--- config.mk ---
export PLATFORM = sky130hd
export DESIGN_NAME = parking_gate_arbiter
export DESIGN_NICKNAME = d
export VERILOG_FILES = /design/src/rtl/parking_pkg.sv /design/src/rtl/gate_timer.sv /design/src/rtl/parking_gate_arbiter.sv
export SDC_FILE = /design/constraint.sdc
export NUM_CORES = 1
export LEC_CHECK = 0
export CAP_MARGIN = 20
export CORE_UTILIZATION = 55
export DETAILED_ROUTE_END_ITERATION = 16
export DONT_BUFFER_PORTS = 1
export PLACE_DENSITY = 0.73
export SYNTH_ARGS = -nofsm -noshare
export SYNTH_HDL_FRONTEND = slang
export SYNTH_HIERARCHICAL = 1
export SYNTH_SLANG_ARGS = --single-unit
--- constraint.sdc ---
create_clock -name clk -period 1.9 [get_ports clk]
set_input_delay 0.38 -clock clk [delete_from_list [all_inputs] [get_ports clk]]
set_output_delay 0.38 -clock clk [all_outputs]
set_load 0.01 [all_outputs]
--- src/rtl/parking_pkg.sv ---
// -----------------------------------------------------------------------------
// parking_pkg
// Shared definitions for the parking-lot gate control and the password
// front-end: the gate state encoding, the served-side encoding and the
// default lot capacity / gate-open window.
// No ports (package only).
// -----------------------------------------------------------------------------
package parking_pkg;

    localparam int DEFAULT_CAPACITY    = 8;
    localparam int DEFAULT_OPEN_CYCLES = 16;
    localparam int OCC_W               = 4;
    localparam int TIMER_W             = 8;

    typedef enum logic [1:0] {
        IDLE       = 2'd0,
        OPEN_ENTRY = 2'd1,
        OPEN_EXIT  = 2'd2,
        CLOSE      = 2'd3
    } gate_state_t;

    typedef enum logic {
        SIDE_ENTRY = 1'b0,
        SIDE_EXIT  = 1'b1
    } gate_side_t;

    // True for either of the two barrier-open states.
    function automatic logic is_open_state(gate_state_t s);
        return (s == OPEN_ENTRY) || (s == OPEN_EXIT);
    endfunction

endpackage

--- src/rtl/gate_timer.sv ---
// -----------------------------------------------------------------------------
// gate_timer
// Counts the cycles the barrier has been open. The count starts at 0 on the
// first open cycle and holds once it reaches OPEN_CYCLES-1, so it never wraps
// back into a small value while the window is still open.
// Ports:
//   clk     - rising-edge clock
//   reset   - asynchronous active-high reset, clears the count
//   clear   - synchronous clear (has priority over en)
//   en      - advance the count by one
//   expired - high while the count equals OPEN_CYCLES-1
// -----------------------------------------------------------------------------
module gate_timer
    import parking_pkg::*;
#(
    parameter int OPEN_CYCLES = DEFAULT_OPEN_CYCLES
) (
    input  logic clk,
    input  logic reset,
    input  logic clear,
    input  logic en,
    output logic expired
);

    localparam logic [TIMER_W-1:0] LAST_COUNT = TIMER_W'(OPEN_CYCLES - 1);

    logic [TIMER_W-1:0] count;

    // Window counter: cleared outside the open states, advances while open.
    always_ff @(posedge clk or posedge reset) begin
        if (reset) begin
            count <= '0;
        end else if (clear) begin
            count <= '0;
        end else if (en && (count != LAST_COUNT)) begin
            count <= count + TIMER_W'(1);
        end
    end

    assign expired = (count == LAST_COUNT);

endmodule

--- src/rtl/parking_gate_arbiter.sv ---
// -----------------------------------------------------------------------------
// parking_gate_arbiter
// Arbitrates one shared barrier between the entrance and the exit of a car
// park, tracks the number of cars inside and flags open windows that expire
// without a car passing.
// Parameters:
//   CAPACITY    - maximum cars in the lot (1..15)
//   OPEN_CYCLES - gate-open window length in clock cycles (2..255)
// Ports:
//   clk           - rising-edge clock
//   reset         - asynchronous active-high reset
//   entry_req     - car waiting at the entrance sensor
//   entry_pass_ok - password accepted for the entrance car
//   exit_req      - car waiting at the exit sensor
//   car_cleared   - car has passed the barrier
//   entry_grant   - one-cycle pulse, barrier granted to the entrance
//   exit_grant    - one-cycle pulse, barrier granted to the exit
//   gate_open     - barrier drive
//   occupancy     - current car count
//   lot_full      - occupancy == CAPACITY
//   lot_empty     - occupancy == 0
//   timeout_err   - one-cycle pulse when the window expired with no car
// -----------------------------------------------------------------------------
module parking_gate_arbiter
    import parking_pkg::*;
#(
    parameter int CAPACITY    = DEFAULT_CAPACITY,
    parameter int OPEN_CYCLES = DEFAULT_OPEN_CYCLES
) (
    input  logic             clk,
    input  logic             reset,
    input  logic             entry_req,
    input  logic             entry_pass_ok,
    input  logic             exit_req,
    input  logic             car_cleared,
    output logic             entry_grant,
    output logic             exit_grant,
    output logic             gate_open,
    output logic [OCC_W-1:0] occupancy,
    output logic             lot_full,
    output logic             lot_empty,
    output logic             timeout_err
);

    localparam logic [OCC_W-1:0] CAP = OCC_W'(CAPACITY);

    gate_state_t      state;
    gate_side_t       last_served;
    logic             entry_ok;
    logic             exit_ok;
    logic             pick_exit;
    logic             timer_clear;
    logic             timer_en;
    logic             timer_expired;
    logic [OCC_W-1:0] occ_next;

    // Eligibility uses the registered full/empty flags; on a tie the side
    // that was not served last wins.
    assign entry_ok  = entry_req && entry_pass_ok && !lot_full;
    assign exit_ok   = exit_req && !lot_empty;
    assign pick_exit = exit_ok && (!entry_ok || (last_served == SIDE_ENTRY));

    // The window counter only runs in the open states, so it restarts from 0
    // on every new grant.
    assign timer_en    = is_open_state(state);
    assign timer_clear = !timer_en;

    gate_timer #(
        .OPEN_CYCLES (OPEN_CYCLES)
    ) u_gate_timer (
        .clk     (clk),
        .reset   (reset),
        .clear   (timer_clear),
        .en      (timer_en),
        .expired (timer_expired)
    );

    // Next car count: only a cleared car in an open state moves it, and the
    // count saturates at both ends even though eligibility already keeps it
    // inside 0..CAPACITY.
    always_comb begin
        occ_next = occupancy;
        if ((state == OPEN_ENTRY) && car_cleared && (occupancy < CAP)) begin
            occ_next = occupancy + OCC_W'(1);
        end else if ((state == OPEN_EXIT) && car_cleared && (occupancy != '0)) begin
            occ_next = occupancy - OCC_W'(1);
        end
    end

    // Gate FSM with registered outputs. The full/empty flags are loaded from
    // the same next-count value as occupancy so the three always agree.
    always_ff @(posedge clk or posedge reset) begin
        if (reset) begin
            state       <= IDLE;
            last_served <= SIDE_ENTRY;
            entry_grant <= 1'b0;
            exit_grant  <= 1'b0;
            gate_open   <= 1'b0;
            timeout_err <= 1'b0;
            occupancy   <= '0;
            lot_full    <= 1'b0;
            lot_empty   <= 1'b1;
        end else begin
            entry_grant <= 1'b0;
            exit_grant  <= 1'b0;
            timeout_err <= 1'b0;
            occupancy   <= occ_next;
            lot_full    <= (occ_next == CAP);
            lot_empty   <= (occ_next == '0);

            case (state)
                IDLE: begin
                    if (pick_exit) begin
                        state       <= OPEN_EXIT;
                        exit_grant  <= 1'b1;
                        gate_open   <= 1'b1;
                        last_served <= SIDE_EXIT;
                    end else if (entry_ok) begin
                        state       <= OPEN_ENTRY;
                        entry_grant <= 1'b1;
                        gate_open   <= 1'b1;
                        last_served <= SIDE_ENTRY;
                    end else begin
                        gate_open   <= 1'b0;
                    end
                end

                OPEN_ENTRY, OPEN_EXIT: begin
                    // A passing car beats an expiry seen in the same cycle.
                    if (car_cleared) begin
                        state     <= CLOSE;
                        gate_open <= 1'b0;
                    end else if (timer_expired) begin
                        state       <= CLOSE;
                        gate_open   <= 1'b0;
                        timeout_err <= 1'b1;
                    end
                end

                CLOSE: begin
                    state     <= IDLE;
                    gate_open <= 1'b0;
                end

                default: begin
                    state     <= IDLE;
                    gate_open <= 1'b0;
                end
            endcase
        end
    end

endmodule

==> flow_metrics.py, run 1 <==
metrics = {
    "final_layout": {
        "nFillCells": 156,
        "nNetsFinal": 147,
        "syn_to_final_growth_pct": 8.70,
        "diodes": 0,
        "fin_cells": 160,
        "drive_gt1_share_pct": 18.8,
    },
    "setup_path": {
        "critPathLaunchType": "flip-flop",
        "end_kind": "flip-flop",
        "r2r_cells": 6,
        "cp.arrival_ns": 1.97,
        "r2r-start": "state[0]",
        "cpMostUsedCell": "inv_1",
        "cp.required_ns": 2.09,
        "critical-path-slowest-cell": "ha_2",
        "path_cells": "inv_1, ha_2, inv_1, nor3_1, a21oi_1, mux2_1",
        "cpPeakStageDelay_ns": 0.43,
        "r2r_slack_ns": 0.12,
        "worstPathMaxFanout": 9,
        "cp-startpoint": "state[0]",
        "critPathKind": "reg -> reg",
        "rr_endpoint": "state[0]",
        "endpoint": "state[0]",
    },
    "die": {
        "die_area_mm2": 0.00250,
        "ios": 16,
        "core-area_mm2": 0.00206,
        "start_util_pct": 61.3,
        "die_h_um": 50.0,
        "row_count": 16,
        "die_x_um": 50.0,
    },
    "timing": {
        "hold_viol_final": 0,
        "period_minus_slack_ns": 1.78,
        "finalSetupViolations": 0,
        "fin_crit_sh_pct": 93.8,
        "fin_worst_skew_ns": 0.00638,
        "relSlewSlack_pct": 65.6,
        "tightest_slew_ns": 0.515,
        "holdWs_ns": 0.132,
        "slew_violations": 0,
        "fmax_mhz": 561,
    },
    "min_path": {
        "hp-class": "in -> reg",
    },
    "global_routing": {
        "antenna_found_initial": 0,
        "grt_max_degree": 14,
        "grtUsageTotal_pct": 20.9,
        "grt_pass1_vias": 923,
        "met1_usage_pct": 26.9,
        "use_met2_pct": 34.9,
        "grt_pass1_wl_um": 3940,
        "top_usage_layer": "met2",
        "overflow": 0,
        "grtUsageMet3_pct": 4.01,
    },
    "clocking": {
        "insertion_delay_ns": 0.30,
        "cts_setup_buffers": 0,
        "cts_tree": "done",
        "cts_buffer_depth": 2,
        "clk_pin_slew_ns": 0.12,
        "root_buffer": "clkbuf_4",
        "numCtsBuffers": 3,
        "htreeDepth": 1,
        "cts_sinks": 21,
    },
    "synthesis": {
        "ys_ff_latch": 21,
        "synthesis.area_mm2": 0.00126,
        "async_flop_share_pct": 100,
        "synth_cell_types": 43,
        "synth_cells": 125,
        "syn-num-nets": 138,
        "ys.flop_type": "dfrtp_1",
        "synth_common_cells": "20 x dfrtp_1, 13 x nand2_1, 9 x a21oi_1, 9 x inv_1",
        "yosys.cell_count.top_type": "dfrtp_1",
        "ys_warn_count": 6,
        "synth_edf_count": 0,
        "synth_seq_area_share_pct": 41.6,
        "yosys.area.top_type_share_pct": 39.6,
        "ys_top_cells_by_area": "dfrtp_1 40%, ha_1 6.9%, mux2i_1 4.0%, nand2_1 3.9%, a21oi_1 3.6%",
        "post-synth-top-area-cell": "dfrtp_1",
        "syn_area_per_cell_um2": 10.1,
    },
    "drt": {
        "routedWlPerCell_um": 14.3,
        "drc_errors": 0,
        "avgViaCountPerCell": 5.88,
        "dr.first_iter.drc_count": 7,
        "vias": 940,
        "final_antenna_net_count": 0,
        "drt-pass1-iter-count": 3,
        "wl_um": 2280,
    },
    "place": {
        "place_hpwl_um": 1760,
        "dp_cells": 155,
        "place.gp.congestion": 0.801,
        "io_buffer_count": 0,
    },
    "pwr": {
        "p_leak_uw": 0.000590,
        "p_total_uw": 1930,
        "ir_drop_v": 0.000996,
        "power.density_mw_per_mm2": 1410,
    },
    "run_status": {
        "status": "completed",
    },
    "job": {
        "maxCapViolCount": 0,
    },
}
final cells by class:
cell class / count / area (µm²) / area share, %
inverter: 9 / 33.8 / 2.46
multi-input combinational: 92 / 699 / 50.9
clock buffer: 4 / 26.3 / 1.91
timing repair buffer: 7 / 55.1 / 4.00
tap: 27 / 33.8 / 2.46
sequential: 21 / 527 / 38.3
report_power, final:
part,total [µW],switching (µW),internal [µW]
registers,693,128,565
logic,1030,577,453
clock network,213,131,81.6
total,1930,836,1100
through the flow:
step	setup TNS [ns]	cell area [µm²]	util, %	worst slack [ns]
final	0	1380	66.7	0.118
after global placement	0	1320	64.2	0.120
after detailed placement	0	1320	64.2	0.0871
after floorplan	0	1260	-	0.159
after CTS	0	1360	66.0	0.0584
after global routing	-0.0113	1380	66.7	-0.0113
placed cells by master (no fill, tap or decap), types with 3 or more instances in the layout:
cell type,n
nor2b_1,3
a21oi_1,9
nand2b_1,4
ha_1,6
buf_4,6
dfrtp_1,20
nand2_1,13
nand3_1,4
nor2_1,7
nor3_1,4
mux2i_1,5
inv_1,9
clkbuf_4,3
metal layers:
layer | vias up | share of wire (%)
met3 | 2 | 2.8
met2 | 15 | 50
li1 | 470 | -
met5 | - | 0
met1 | 453 | 47
met4 | 0 | 0.53
worst min-delay path by stage:
stage | end | depth (start not counted) | slack (ns) | startpoint
floorplan | u_gate_timer/count[0] | 1 | 0.20 | reset
global placement | u_gate_timer/count[6] | 1 | 0.24 | reset
detailed placement | u_gate_timer/count[6] | 1 | 0.24 | reset
CTS | timeout_err | 1 | 0.13 | car_cleared
global route | timeout_err | 1 | 0.11 | car_cleared
finish | timeout_err | 1 | 0.13 | car_cleared
worst max-delay path, delay by kind of cell (launching register included):
| kind | cells | cell delay (ns) |
|---|---|---|
| multiplexers | 1 | 0.33 |
| buffers and inverters | 2 | 0.17 |
| flip-flops | 1 | 0.39 |
| AND/OR/NAND/NOR | 1 | 0.26 |
| AO/OA/AOI/OAI | 1 | 0.11 |
| adder cells (fa/ha/maj) | 1 | 0.43 |
sequential cells by signal (all words and copies together), names as in the netlist:
signal	flops
u_gate_timer/count	8
occupancy	4
state	2
entry_grant	1
exit_grant	1
gate_open	1
last_served	1
lot_empty	1
lot_full	1
timeout_err	1
timing repair:
action / CTS / global route
hold buffers: 1 / 0
endpoints found under the hold margin: 20 / 0
endpoints found under the setup margin: 0 / 5
resized for setup: 0 / 3
cell families after synthesis:
logic type / after synthesis / synth area share (%)
AO/OA/AOI/OAI: 24 / 14.7
XOR/XNOR: 1 / 0.693
adder cells (fa/ha/maj): 7 / 6.92
buffers and inverters: 12 / 4.25
flip-flops: 21 / 41.6
multiplexers: 7 / 5.74
AND/OR/NAND/NOR: 53 / 26.0
Power figures use the tool's default switching activity.
==> run 2: changes to the inputs <==
BUFFER_PORTS_ARGS = -buffer_cell sky130_fd_sc_hd__buf_2   (was unset)
CAP_MARGIN = unset   (was 20)
CORE_UTILIZATION = 51   (was 55)
DONT_BUFFER_PORTS = unset   (was 1)
PLACE_DENSITY = 0.74   (was 0.73)
SETUP_SLACK_MARGIN = 0.4   (was unset)
==> flow_metrics.py, run 2 (synthesis results as in run 1) <==
metrics = {
    "run_status": {
        "status": "completed",
    },
    "pwr": {
        "power.density_mw_per_mm2": 1470,
        "p_leak_uw": 0.000770,
        "ir_drop_v": 0.000933,
        "p_total_uw": 2560,
    },
    "die": {
        "die_h_um": 51.8,
        "ios": 16,
        "die_area_mm2": 0.00268,
        "die_x_um": 51.8,
        "start_util_pct": 55.6,
        "row_count": 17,
        "core-area_mm2": 0.00228,
    },
    "final_layout": {
        "largest_reg_flops": 8,
        "largest_register": "u_gate_timer/count",
        "final_core_util_pct": 76.7,
        "layout_commonest_cell": "buf_4",
        "syn_to_final_growth_pct": 38.1,
        "fin_cells": 195,
        "drive_gt1_share_pct": 53.9,
        "nNetsFinal": 181,
        "reg_top3": "u_gate_timer/count (8), occupancy (4), state (2)",
        "layout.cells.most_common_list": "23 x buf_4, 15 x dfrtp_1, 15 x buf_2, 13 x nand2_1, 7 x nor2_1",
        "diodes": 0,
    },
    "setup_path": {
        "cpPeakStageDelay_ns": 0.47,
        "r2r-start": "u_gate_timer/count[6]",
        "worstPathMaxFanout": 5,
        "r2r_cells": 5,
        "critPathLaunchType": "flip-flop",
        "r2r_slack_ns": 0.26,
        "cp.arrival_ns": 1.85,
        "end_kind": "flip-flop",
        "critPathKind": "reg -> reg",
        "path_cells": "nor4_4, and4_4, nor3_4, a21oi_2, mux2_1",
        "cp.required_ns": 2.11,
        "rr_endpoint": "state[0]",
        "critical-path-slowest-cell": "dfrtp_1",
    },
    "drt": {
        "final_antenna_net_count": 0,
        "drc_errors": 0,
        "routedWlPerCell_um": 16.4,
        "dr.first_iter.drc_count": 24,
        "wl_um": 3200,
        "avgViaCountPerCell": 5.88,
        "vias": 1146,
        "drt-pass1-iter-count": 4,
    },
    "min_path": {
        "hp-class": "in -> async",
    },
    "global_routing": {
        "grt_max_degree": 14,
        "grtUsageTotal_pct": 24.7,
        "overflow": 0,
        "grt_pass1_wl_um": 4810,
        "antenna_found_initial": 0,
        "grt_pass1_vias": 1067,
    },
    "timing": {
        "fmax_mhz": 609,
        "tns_ns": 0,
        "hold_viol_final": 0,
        "period_minus_slack_ns": 1.64,
        "relSlewSlack_pct": 67.6,
        "tightest_slew_ns": 0.486,
        "grt_setup_unrepaired": "yes",
        "fin_crit_sh_pct": 86.5,
        "finalSetupViolations": 0,
        "slew_violations": 0,
        "fin_worst_skew_ns": 0.00302,
    },
    "clocking": {
        "insertion_delay_ns": 0.31,
        "htreeDepth": 1,
        "cts_buffer_depth": 2,
        "cts_tree": "done",
        "cts_sinks": 21,
        "root_buffer": "clkbuf_4",
        "numCtsBuffers": 3,
        "clk_pin_slew_ns": 0.11,
    },
    "place": {
        "place_hpwl_um": 1930,
        "place.gp.congestion": 0.848,
        "io_buffer_count": 15,
        "dp_cells": 168,
    },
    "job": {
        "maxCapViolCount": 0,
    },
}
## run 2: changes by cell type in the layout (fill, tap and decap cells not counted), sizes merged
cell         change
buf             +35
dlygate4sd3      -1
## run 2: power breakdown
group | internal, µW | switching (µW)
Combinational | 837 | 818
Clock | 82.2 | 136
Sequential | 571 | 117
Total | 1490 | 1070
## run 2: worst max-delay path, delay by kind of cell, from the launching register on
family,cells,cell delay (ns)
AND/OR/NAND/NOR,3,0.62
multiplexers,1,0.33
AO/OA/AOI/OAI,1,0.13
flip-flops,1,0.47
## run 2: final cells by class
| class | count | area [µm²] |
|---|---|---|
| Clock buffer | 4 | 26.3 |
| Fill cell | 139 | 529 |
| Inverter | 9 | 33.8 |
| Multi-Input combinational cell | 92 | 837 |
| Sequential cell | 21 | 533 |
| Tap cell | 28 | 35.0 |
| Timing Repair Buffer | 41 | 282 |
## run 2: stage by stage
stage	hold slack (ns)	cell area [µm²]	setup slack (ns)
finish	0.00838	1750	0.257
detailed placement	0.361	1430	0.170
global placement	0.354	1430	0.207
CTS	0.0231	1620	0.267
global route	0.0195	1750	0.194
floorplan	0.196	1320	0.261
## run 2: what timing repair did
| item | in CTS | in global routing |
|---|---|---|
| setup buffers | 15 | 8 |
| hold buffers | 0 | 0 |
| gates resized for setup | 12 | 18 |
| endpoints found under the setup margin | 13 | 16 |
| pin swaps | 7 | 5 |
## run 2: routing by layer
layer	up-vias	wire length, µm	global-route usage [%]
li1	537	-	-
met1	569	1390	30.5
met2	31	1630	43.9
met3	9	89	2.63
met4	0	91	9.46
met5	-	0	0
## run 2: worst max path at each step
stage | slack (ns) | endpoint | cells after the start | from
floorplan | 0.26 | state[0] | 5 | u_gate_timer/count[4]
detailed placement | 0.17 | state[0] | 5 | u_gate_timer/count[4]
CTS | 0.27 | lot_full | 6 | occupancy[0]
global route | 0.19 | u_gate_timer/count[6] | 5 | state[0]
global placement | 0.21 | state[0] | 5 | u_gate_timer/count[4]
finish | 0.26 | state[0] | 5 | u_gate_timer/count[6]
==> run 3: changes to the inputs <==
HOLD_SLACK_MARGIN = 0.02   (was unset)
==> flow_metrics.py, run 3 (synthesis results as in run 1) <==
metrics = {
    "global_routing": {
        "grt_max_degree": 14,
        "grt_pass1_wl_um": 4810,
        "grtUsageTotal_pct": 24.7,
        "grt_pass1_vias": 1067,
        "overflow": 0,
        "antenna_found_initial": 0,
    },
    "drt": {
        "dr.first_iter.drc_count": 24,
        "final_antenna_net_count": 0,
        "vias": 1148,
        "avgViaCountPerCell": 5.86,
        "drt-pass1-iter-count": 4,
        "routedWlPerCell_um": 16.3,
        "wl_um": 3200,
        "drc_errors": 0,
    },
    "setup_path": {
        "end_kind": "flip-flop",
        "critPathKind": "reg -> reg",
        "cp.required_ns": 2.11,
        "critPathLaunchType": "flip-flop",
        "cp.arrival_ns": 1.85,
        "worstPathMaxFanout": 5,
    },
    "final_layout": {
        "largest_register": "u_gate_timer/count",
        "layout.cells.most_common_list": "23 x buf_4, 15 x dfrtp_1, 15 x buf_2, 13 x nand2_1, 7 x nor2_1",
        "nFillCells": 138,
        "reg_top3": "u_gate_timer/count (8), occupancy (4), state (2)",
        "drive_gt1_share_pct": 53.6,
        "diodes": 0,
        "largest_reg_flops": 8,
        "nNetsFinal": 182,
        "layout_commonest_cell": "buf_4",
        "syn_to_final_growth_pct": 38.9,
        "final_core_util_pct": 77.2,
    },
    "clocking": {
        "numCtsBuffers": 3,
        "root_buffer": "clkbuf_4",
        "cts_tree": "done",
        "cts_buffer_depth": 2,
        "htreeDepth": 1,
        "cts_sinks": 21,
        "insertion_delay_ns": 0.31,
        "clk_pin_slew_ns": 0.11,
    },
    "place": {
        "place_hpwl_um": 1930,
        "io_buffer_count": 15,
        "place.gp.congestion": 0.848,
    },
    "pwr": {
        "ir_drop_v": 0.000933,
        "p_leak_uw": 0.000774,
        "power.density_mw_per_mm2": 1460,
    },
    "run_status": {
        "status": "completed",
    },
    "die": {
        "die_x_um": 51.8,
        "die_h_um": 51.8,
        "ios": 16,
        "core-area_mm2": 0.00228,
        "die_area_mm2": 0.00268,
        "start_util_pct": 55.6,
        "row_count": 17,
    },
    "timing": {
        "relSlewSlack_pct": 67.6,
        "tightest_slew_ns": 0.486,
        "finalSetupViolations": 0,
        "slew_violations": 0,
        "tns_ns": 0,
        "fin_worst_skew_ns": 0.00302,
        "hold_viol_final": 0,
        "fmax_mhz": 609,
        "grt_setup_unrepaired": "yes",
        "period_minus_slack_ns": 1.64,
        "fin_crit_sh_pct": 86.5,
    },
    "min_path": {
        "hp-class": "in -> reg",
    },
    "job": {
        "maxCapViolCount": 0,
    },
}
[run 3: cell count changes in the layout (fill, tap and decap cells not counted), sizes merged]
cell	before	now
dlygate4sd3	0	1
[run 3: critical path, stage by stage (launching register included)]
cell	delay, ns
dfrtp_1	0.47
nor4_4	0.28
and4_4	0.29
nor3_4	0.05
a21oi_2	0.13
mux2_1	0.33
[run 3: final timing paths]
check	startpoint	cells past startpoint	to	slack, ns
setup / recovery	u_gate_timer/count[6]	5	state[0]	0.26
setup reg to reg	u_gate_timer/count[6]	5	state[0]	0.26
min in group asynchronous	reset	3	u_gate_timer/count[3]	0.56
max in group asynchronous	reset	3	occupancy[1]	0.92
hold / removal	car_cleared	3	timeout_err	0.47
hold reg to reg	last_served	1	last_served	0.52
[run 3: timing repair]
action / CTS / global route
gates resized for setup: 12 / 18
endpoints found under the hold margin: 0 / 8
hold buffers: 0 / 1
cloned: 0 / 0
buffers inserted: 15 / 8
pin swaps: 7 / 5
setup endpoints to repair: 13 / 16
[run 3: layout make-up]
cell class	count	area (µm²)	area share, %
clock buffer	4	26.3	1.50
inverter	9	33.8	1.92
multi-input combinational	92	837	47.6
sequential	21	533	30.3
tap	28	35.0	1.99
timing repair buffer	42	292	16.6
[run 3: metrics by stage]
step                area, µm²  hold slack (ns)  worst slack, ns  power [µW]  std cells
detailed placement       1430            0.361            0.170        1880        168
CTS                      1620           0.0231            0.267        2350        187
global placement         1430            0.354            0.207        1820        168
floorplan                1320            0.196            0.261        1570        125
global route             1760            0.468            0.194        2730        196
finish                   1760            0.468            0.257        2560        196
[run 3: where the power goes]
part           total (µW)  internal [µW]  switching, µW  leakage [µW]
Sequential            688            571            117      0.000261
Clock                 218           82.2            136     0.0000150
Combinational        1660            839            818      0.000499
Total                2560           1490           1070      0.000774
[run 3: layer usage]
layer  share of wire [%]  up-vias  global-route usage [%]
met5                   0        -                       0
li1                    -      539                       -
met3                 2.9        9                    2.63
met4                 2.8        0                    9.46
met2                  51       31                    43.9
met1                  43      569                    30.5
